File: config.mk
export PLATFORM = sky130hd
export DESIGN_NAME = mem_access_stage
export DESIGN_NICKNAME = d
export VERILOG_FILES = /design/src/rtl/mem_access_stage.sv
export SDC_FILE = /design/constraint.sdc
export NUM_CORES = 1
export LEC_CHECK = 0
export ABC_AREA = 0
export BUFFER_PORTS_ARGS = -buffer_cell sky130_fd_sc_hd__buf_2
export CELL_PAD_IN_SITES_DETAIL_PLACEMENT = 1
export CELL_PAD_IN_SITES_GLOBAL_PLACEMENT = 1
export CORE_MARGIN = 2
export CORE_UTILIZATION = 37
export CTS_CLUSTER_DIAMETER = 200
export DETAILED_ROUTE_END_ITERATION = 16
export PLACE_DENSITY = 0.95
export SYNTH_ARGS = -nofsm -noshare
export SYNTH_HDL_FRONTEND = slang
export SYNTH_SLANG_ARGS = --single-unit
File: constraint.sdc
create_clock -name clk -period 5.7 [get_ports clk]
set_input_delay 0.855 -clock clk [delete_from_list [all_inputs] [get_ports clk]]
set_output_delay 0.855 -clock clk [all_outputs]
set_load 0.01 [all_outputs]
File: src/rtl/mem_access_stage.sv
// MEM stage: passes non-memory results to WB and runs loads and stores over a req/ack data-memory port.
// Optional macro MEM_TIMEOUT_EN adds an ack timeout that reports a bus error through misalign_o.
module mem_access_stage #(
  parameter logic [5:0]  OP_LW       = 6'b100011,
  parameter logic [5:0]  OP_LB       = 6'b100000,
  parameter logic [5:0]  OP_LBU      = 6'b100100,
  parameter logic [5:0]  OP_SW       = 6'b101011,
  parameter logic [5:0]  OP_SB       = 6'b101000,
  parameter int unsigned TIMEOUT_CYC = 255
) (
  input  logic        clk,
  input  logic        rst,
  input  logic        valid_i,
  input  logic [5:0]  op_i,
  input  logic [31:0] regcData_i,
  input  logic [4:0]  regcAddr_i,
  input  logic        regcWrite_i,
  input  logic [31:0] memAddr_i,
  input  logic [31:0] memData_i,
  output logic        stall_o,
  output logic        dm_req,
  output logic        dm_we,
  output logic [31:0] dm_addr,
  output logic [31:0] dm_wdata,
  output logic [3:0]  dm_be,
  input  logic        dm_ack,
  input  logic [31:0] dm_rdata,
  output logic        valid_o,
  output logic [31:0] regData_o,
  output logic [4:0]  regAddr_o,
  output logic        regWrite_o,
  output logic        misalign_o
);

  localparam logic [0:0] IDLE = 1'b0;
  localparam logic [0:0] BUSY = 1'b1;

  logic [0:0] state;

  logic [5:0] op_q;
  logic [1:0] lane_q;
  logic [4:0] dest_q;
  logic       dest_we_q;

  logic        is_load;
  logic        is_store;
  logic        is_mem;
  logic        is_word;
  logic        aligned;
  logic        accept;
  logic        timeout_hit;
  logic [3:0]  req_be;
  logic [31:0] req_wdata;
  logic [31:0] lane_data;
  logic [31:0] load_data;

  always_comb begin
    is_load  = (op_i == OP_LW) || (op_i == OP_LB) || (op_i == OP_LBU);
    is_store = (op_i == OP_SW) || (op_i == OP_SB);
    is_mem   = is_load || is_store;
    is_word  = (op_i == OP_LW) || (op_i == OP_SW);
    aligned  = !is_word || (memAddr_i[1:0] == 2'b00);
    accept   = (state == IDLE) && valid_i && is_mem && aligned;
  end

  // EX holds its bundle while stalled; stall drops in the ack cycle so EX advances on that edge.
  assign stall_o = accept || ((state == BUSY) && !dm_ack && !timeout_hit);

  always_comb begin
    req_be    = 4'hF;
    req_wdata = '0;
    if (op_i == OP_SB) begin
      req_be    = 4'b0001 << memAddr_i[1:0];
      req_wdata = {4{memData_i[7:0]}};
    end else if (op_i == OP_SW) begin
      req_wdata = memData_i;
    end
  end

  always_comb begin
    lane_data = dm_rdata >> {lane_q, 3'b000};
    load_data = dm_rdata;
    if (op_q == OP_LB) begin
      load_data = {{24{lane_data[7]}}, lane_data[7:0]};
    end else if (op_q == OP_LBU) begin
      load_data = {24'h000000, lane_data[7:0]};
    end
  end

`ifdef MEM_TIMEOUT_EN
  localparam int unsigned CW = ($clog2(TIMEOUT_CYC + 1) > 8) ? $clog2(TIMEOUT_CYC + 1) : 8;

  logic [CW-1:0] tmo_cnt;

  // Held at zero in IDLE, so every entry to BUSY starts a fresh count.
  always_ff @(posedge clk) begin
    if (rst || (state == IDLE)) begin
      tmo_cnt <= '0;
    end else begin
      tmo_cnt <= tmo_cnt + CW'(1);
    end
  end

  assign timeout_hit = (state == BUSY) && !dm_ack && (tmo_cnt == CW'(TIMEOUT_CYC - 1));
`else
  assign timeout_hit = 1'b0;
`endif

  always_ff @(posedge clk) begin
    if (rst) begin
      state      <= IDLE;
      dm_req     <= 1'b0;
      dm_we      <= 1'b0;
      dm_addr    <= '0;
      dm_wdata   <= '0;
      dm_be      <= '0;
      valid_o    <= 1'b0;
      regData_o  <= '0;
      regAddr_o  <= '0;
      regWrite_o <= 1'b0;
      misalign_o <= 1'b0;
      op_q       <= '0;
      lane_q     <= '0;
      dest_q     <= '0;
      dest_we_q  <= 1'b0;
    end else begin
      valid_o    <= 1'b0;
      misalign_o <= 1'b0;
      case (state)
        IDLE: begin
          if (valid_i) begin
            if (!is_mem) begin
              valid_o    <= 1'b1;
              regData_o  <= regcData_i;
              regAddr_o  <= regcAddr_i;
              regWrite_o <= regcWrite_i;
            end else if (!aligned) begin
              valid_o    <= 1'b1;
              misalign_o <= 1'b1;
              regAddr_o  <= regcAddr_i;
              regWrite_o <= 1'b0;
            end else begin
              state     <= BUSY;
              dm_req    <= 1'b1;
              dm_we     <= is_store;
              dm_addr   <= {memAddr_i[31:2], 2'b00};
              dm_wdata  <= req_wdata;
              dm_be     <= req_be;
              op_q      <= op_i;
              lane_q    <= memAddr_i[1:0];
              dest_q    <= regcAddr_i;
              dest_we_q <= regcWrite_i;
            end
          end
        end
        BUSY: begin
          if (dm_ack) begin
            state     <= IDLE;
            dm_req    <= 1'b0;
            valid_o   <= 1'b1;
            regAddr_o <= dest_q;
            if (dm_we) begin
              regWrite_o <= 1'b0;
            end else begin
              regData_o  <= load_data;
              regWrite_o <= dest_we_q;
            end
          end else if (timeout_hit) begin
            state      <= IDLE;
            dm_req     <= 1'b0;
            valid_o    <= 1'b1;
            misalign_o <= 1'b1;
            regAddr_o  <= dest_q;
            regWrite_o <= 1'b0;
          end
        end
        default: state <= IDLE;
      endcase
    end
  end

endmodule

-- Word-level counts from Yosys, hierarchy flattened
Index checks and enable logic that the tools add are counted.
- register bits: 123
- latch bits: 0
- memory bits (writable): 0
- memory bits (read-only): 0
- input port bits: 144
- logic and storage cells: 89
- memories kept: 0
- add/subtract/negate cells: 0
- multiply operators: 0
- div/mod/pow operators: 0
- order comparisons: 0
- eq/ne operators: 14
- shift-type cells: 2
- mux-type cells: 39
- bitwise operators: 1
- reduce and logical (&&, ||, !) cells: 18
- operators by type and width (kind ; number):
    $mux W32 ; 8
    $pmux W32 S2 ; 1
    $eq A6 B6 Y1 const B ; 7
    $shr A32 B5 Y8 ; 1
    $mux W5 ; 4
    $mux W1 ; 19
    $ne A2 B2 Y1 const B ; 6
    $reduce_and A4 Y1 ; 3
    $pmux W1 S2 ; 5
    $pmux W5 S2 ; 1
    $logic_or A1 B1 Y1 ; 7
    $logic_and A1 B1 Y1 ; 4
    $mux W4 ; 1
    $shl A1 B2 Y4 const A ; 1
    $ne A3 B3 Y1 const B ; 1
    $reduce_and A3 Y1 ; 1
    $logic_not A1 Y1 ; 2
    $logic_not A2 Y1 ; 1
    $not A1 Y1 ; 1

-- Depth between registers and ports, before layout
- depth after elaboration: 8
- mapped depth: 8

-- Worst setup path after synthesis
No wires, ideal clock.
- path kind: input to output
- from: in op_i[4]
- to: out stall_o
- data arrival time: 1.875 ns
- required time: 4.845 ns
- slack: 2.970 ns
- cell stages on the path: 6
- buffers on the path: 2
- cell sequence: nand2b_1 buf_2 or3_1 buf_2 nand2_1 nand2_1
- word-level cells in the longest chain between the ends: 7
- elaborated cells between the ends (all ways): 15
- RTL lines (what ; line ; source):
    start: declaration ; 14 ; input logic [5:0] op_i,
    $eq A6 B6 Y1 (on tied branches) ; 58, 61 ;
    $logic_or A1 B1 Y1 (2 in series) ; 58 ; is_load = (op_i == OP_LW) || (op_i == OP_LB) || (op_i == OP_LBU);
    $logic_or A1 B1 Y1 ; 60 ; is_mem = is_load || is_store;
    $logic_and A1 B1 Y1 ; 63 ; accept = (state == IDLE) && valid_i && is_mem && aligned;
    $logic_and A1 B1 Y1 * ; 63 ;
    $logic_or A1 B1 Y1 * ; 67 ; assign stall_o = accept || ((state == BUSY) && !dm_ack && !timeout_hit);
    end: declaration ; 20 ; output logic stall_o,
Mark *: on every way between the ends. The rest lies on a longest branch, timed or not.

-- Final worst setup path
Same ends and word-level chain as after synthesis.

==> run_results.csv <==
group,metric,value,unit
logic_synthesis,synth_area,5710,sq um
critical_path,required,4.85,ns
cells_and_area,drive_gt1_frac,0.401,
sta,max_clock_freq,311,MHz
sta,period_needed,3.21,ns
logic_synthesis,synth.ff_latch_count,123,
pwr,p_per_area,308,nW/um^2
clock_network,clock_sink_count,123,
critical_path,cp-end-kind,"primary output",
global_route,grt_pass1_vias,6143,
die,die_width,128,um
sta,worst_pin_slew,1.27,ns
logic_synthesis,synth_cell_types,57,
logic_synthesis,yosys.area.top_type,"dfxtp_1",
cells_and_area,nets,982,
drt,vias,6211,
global_route,grt_pass1_wl,33300,um
clock_network,clockBufferDepth,2,
outcome,status,"finished clean",
place,port_buffers,252,
clock_network,holdBufCountCts,0,
clock_network,cts_buffers,17,
logic_synthesis,ys.flop_type,"dfxtp_1",
drt,vias_per_cell,5.97,
critical_path,path_class,"in -> out",
global_route,grt_max_degree,72,
critical_path,crit_fanout,10,
critical_path,cp_data_arrival_time,2.36,ns
sta,drv_slew,0,
critical_path,slowest_delay,0.61,ns
die,io_pins,255,
sta,maxSlewHeadroom,0.157,
sta,skew,0.00592,ns
die,core,15100,sq um
logic_synthesis,synth_cells,625,
global_route,antenna_found_initial,4,
worst_hold_path,hold_path.class,"reg -> reg",
place,hpwlAfterDp,14800,um
flow_run,cap_viol_max_count,0,
cells_and_area,fin_util,0.503,
clock_network,cts_setup_buffers,0,
global_route,grt-ovfl-total,0,
sta,timing.final.crit_share,0.563,
logic_synthesis,synth.area.top_cells,"dfxtp_1 43%, a21oi_1 6.4%, o21ai_0 4.6%",
clock_network,ctsResizeCount,0,
drt,ant_nets,0,
logic_synthesis,synth_top_area_share,0.431,
pwr,peakVddDrop,0.000190,V
cells_and_area,fillCellCount,1798,
cells_and_area,area_growth,33.5,%
drt,wl_per_cell,20.9,um
clock_network,clkTransAtPathRegs,0.05,ns
logic_synthesis,synthArstFlopShare,0,
clock_network,insertion_delay,0.42,ns
place,gp_congestion,0.825,
clock_network,cts-root-buf,"clkbuf_16",
die,die_y,128,um
clock_network,cts_tree,"yes",
global_route,grt_usage,0.259,
critical_path,cp-start-kind,"input port",
die,num_rows,45,
critical_path,crit_chain,"buf_2, nand2b_1, or3_2, nand2_1, nand2_1, buf_2",
drt,first_iter_violations,423,
clock_network,h-tree-depth,4,
logic_synthesis,synth_edf_count,0,
sta,timing.setup.tns,0,ns
die,design.die.area,16400,sq um
pwr,leakagePower,3.28,nW
drt,dr.pass1.iters,5,
sta,setup_viol,0,
sta,finalHoldViolations,0,
drt,route.final.wire_length,21800,um
logic_synthesis,synth.avg_cell_area,9.13,sq um
critical_path,cp_slowest_cell,"or3_2",
sta,rsz0062_at_grt,"no",
drt,drc,0,
die,initial_core_util,0.377,
logic_synthesis,yosysWarnings,0,
logic_synthesis,seq_area_frac_synth,0.431,
critical path, delay by kind of cell:
family | cells | cell delay [ns]
AND/OR/NAND/NOR | 4 | 1.24
buffers and inverters | 2 | 0.25
logic make-up (layout without fill, tap and decap cells):
family          count (synthesis)  after routing  synth area share
flops                         123            123             0.431
simple gates                  144            144             0.146
buf+inv                        74            299            0.0590
other cells                     1              4          0.000657
mux                            20             20            0.0397
compound gates                263            263             0.324
registers in the layout, summed over array words and instances (netlist names):
name,cells
dm_be,4
regWrite_o,1
op_q,6
valid_o,1
lane_q,2
misalign_o,1
dest_q,5
dm_req,1
state,1
dm_we,1
dm_addr,30
dm_wdata,32
regData_o,32
dest_we_q,1
regAddr_o,5
worst paths after layout:
kind,start,endpoint,slack [ns],cells after the start
hold reg to reg,regWrite_o,regWrite_o,0.46,2
setup / recovery,op_i[4],stall_o,2.49,6
hold / removal,regWrite_o,regWrite_o,0.46,2
setup reg to reg,state,dm_wdata[19],2.75,5
where the power goes:
part | switching (mW) | leakage (nW) | internal [mW] | total [mW]
registers | 0.0158 | 1.00 | 0.889 | 0.905
clock network | 0.432 | 0.319 | 0.785 | 1.22
logic | 0.130 | 1.96 | 0.0982 | 0.229
layout by cell type, fill, tap and decap left out, drive strengths merged, types with 6 or more instances in the layout:
cell type	n
buf	258
dfxtp	123
a21oi	74
o21ai	55
nand3	43
nand2	25
a32o	25
or2	24
a21o	24
a211oi	19
clkbuf	17
inv	13
nor2	12
nand4	12
mux2	11
a22oi	10
a221o	9
mux2i	8
o211ai	8
o41ai	7
a22o	7
a221oi	6
layout make-up:
class                           instances  area [sq um]  share of cell area
Inverter                                9          33.8             0.00443
Timing Repair Buffer                  258          1310               0.172
Sequential cell                       123          2460               0.323
Clock buffer                           17           425              0.0558
Multi-Input combinational cell        429          2910               0.382
Tap cell                              188           235              0.0309
Antenna cell                            2          5.00            0.000657
Clock inverter                         15           236              0.0310
per-stage QoR:
stage	hold WS [ns]	power [mW]	cells	setup WS (ns)	cell area, sq um
2_1_floorplan	0.432	1.03	626	2.97	5710
3_3_place_gp	0.443	1.14	1007	2.36	6950
3_5_place_dp	0.453	1.15	1007	2.28	6950
4_1_cts	0.461	2.36	1039	2.48	7610
5_1_grt	0.476	2.43	1041	2.41	7620
6_report	0.460	2.35	1041	2.49	7620
cells in the mapped netlist, types with 6 or more instances:
library cell    n
a22o_1          7
buf_4           7
a32o_1         25
nand3_1        43
or2_2          24
a21oi_1        73
nand4_1        12
clkbuf_1       32
o41ai_1         7
a221o_1         9
nor2_1         12
a21o_1         24
dfxtp_1       123
mux2_2         11
o21ai_0        53
o211ai_1        8
a221oi_1        6
mux2i_1         8
inv_1           8
a211oi_1       17
buf_2          20
nand2_1        25
a22oi_1        10
routing by layer:
metal  vias to the layer above  global-route usage  wire [um]
met5                         -                   0         21
met4                         4               0.144        980
met1                      3032               0.307       8670
met3                        83              0.0710       1550
li1                       2803                   -          -
met2                       289               0.425      10600
No activity file was read; power rests on OpenSTA's default activity.
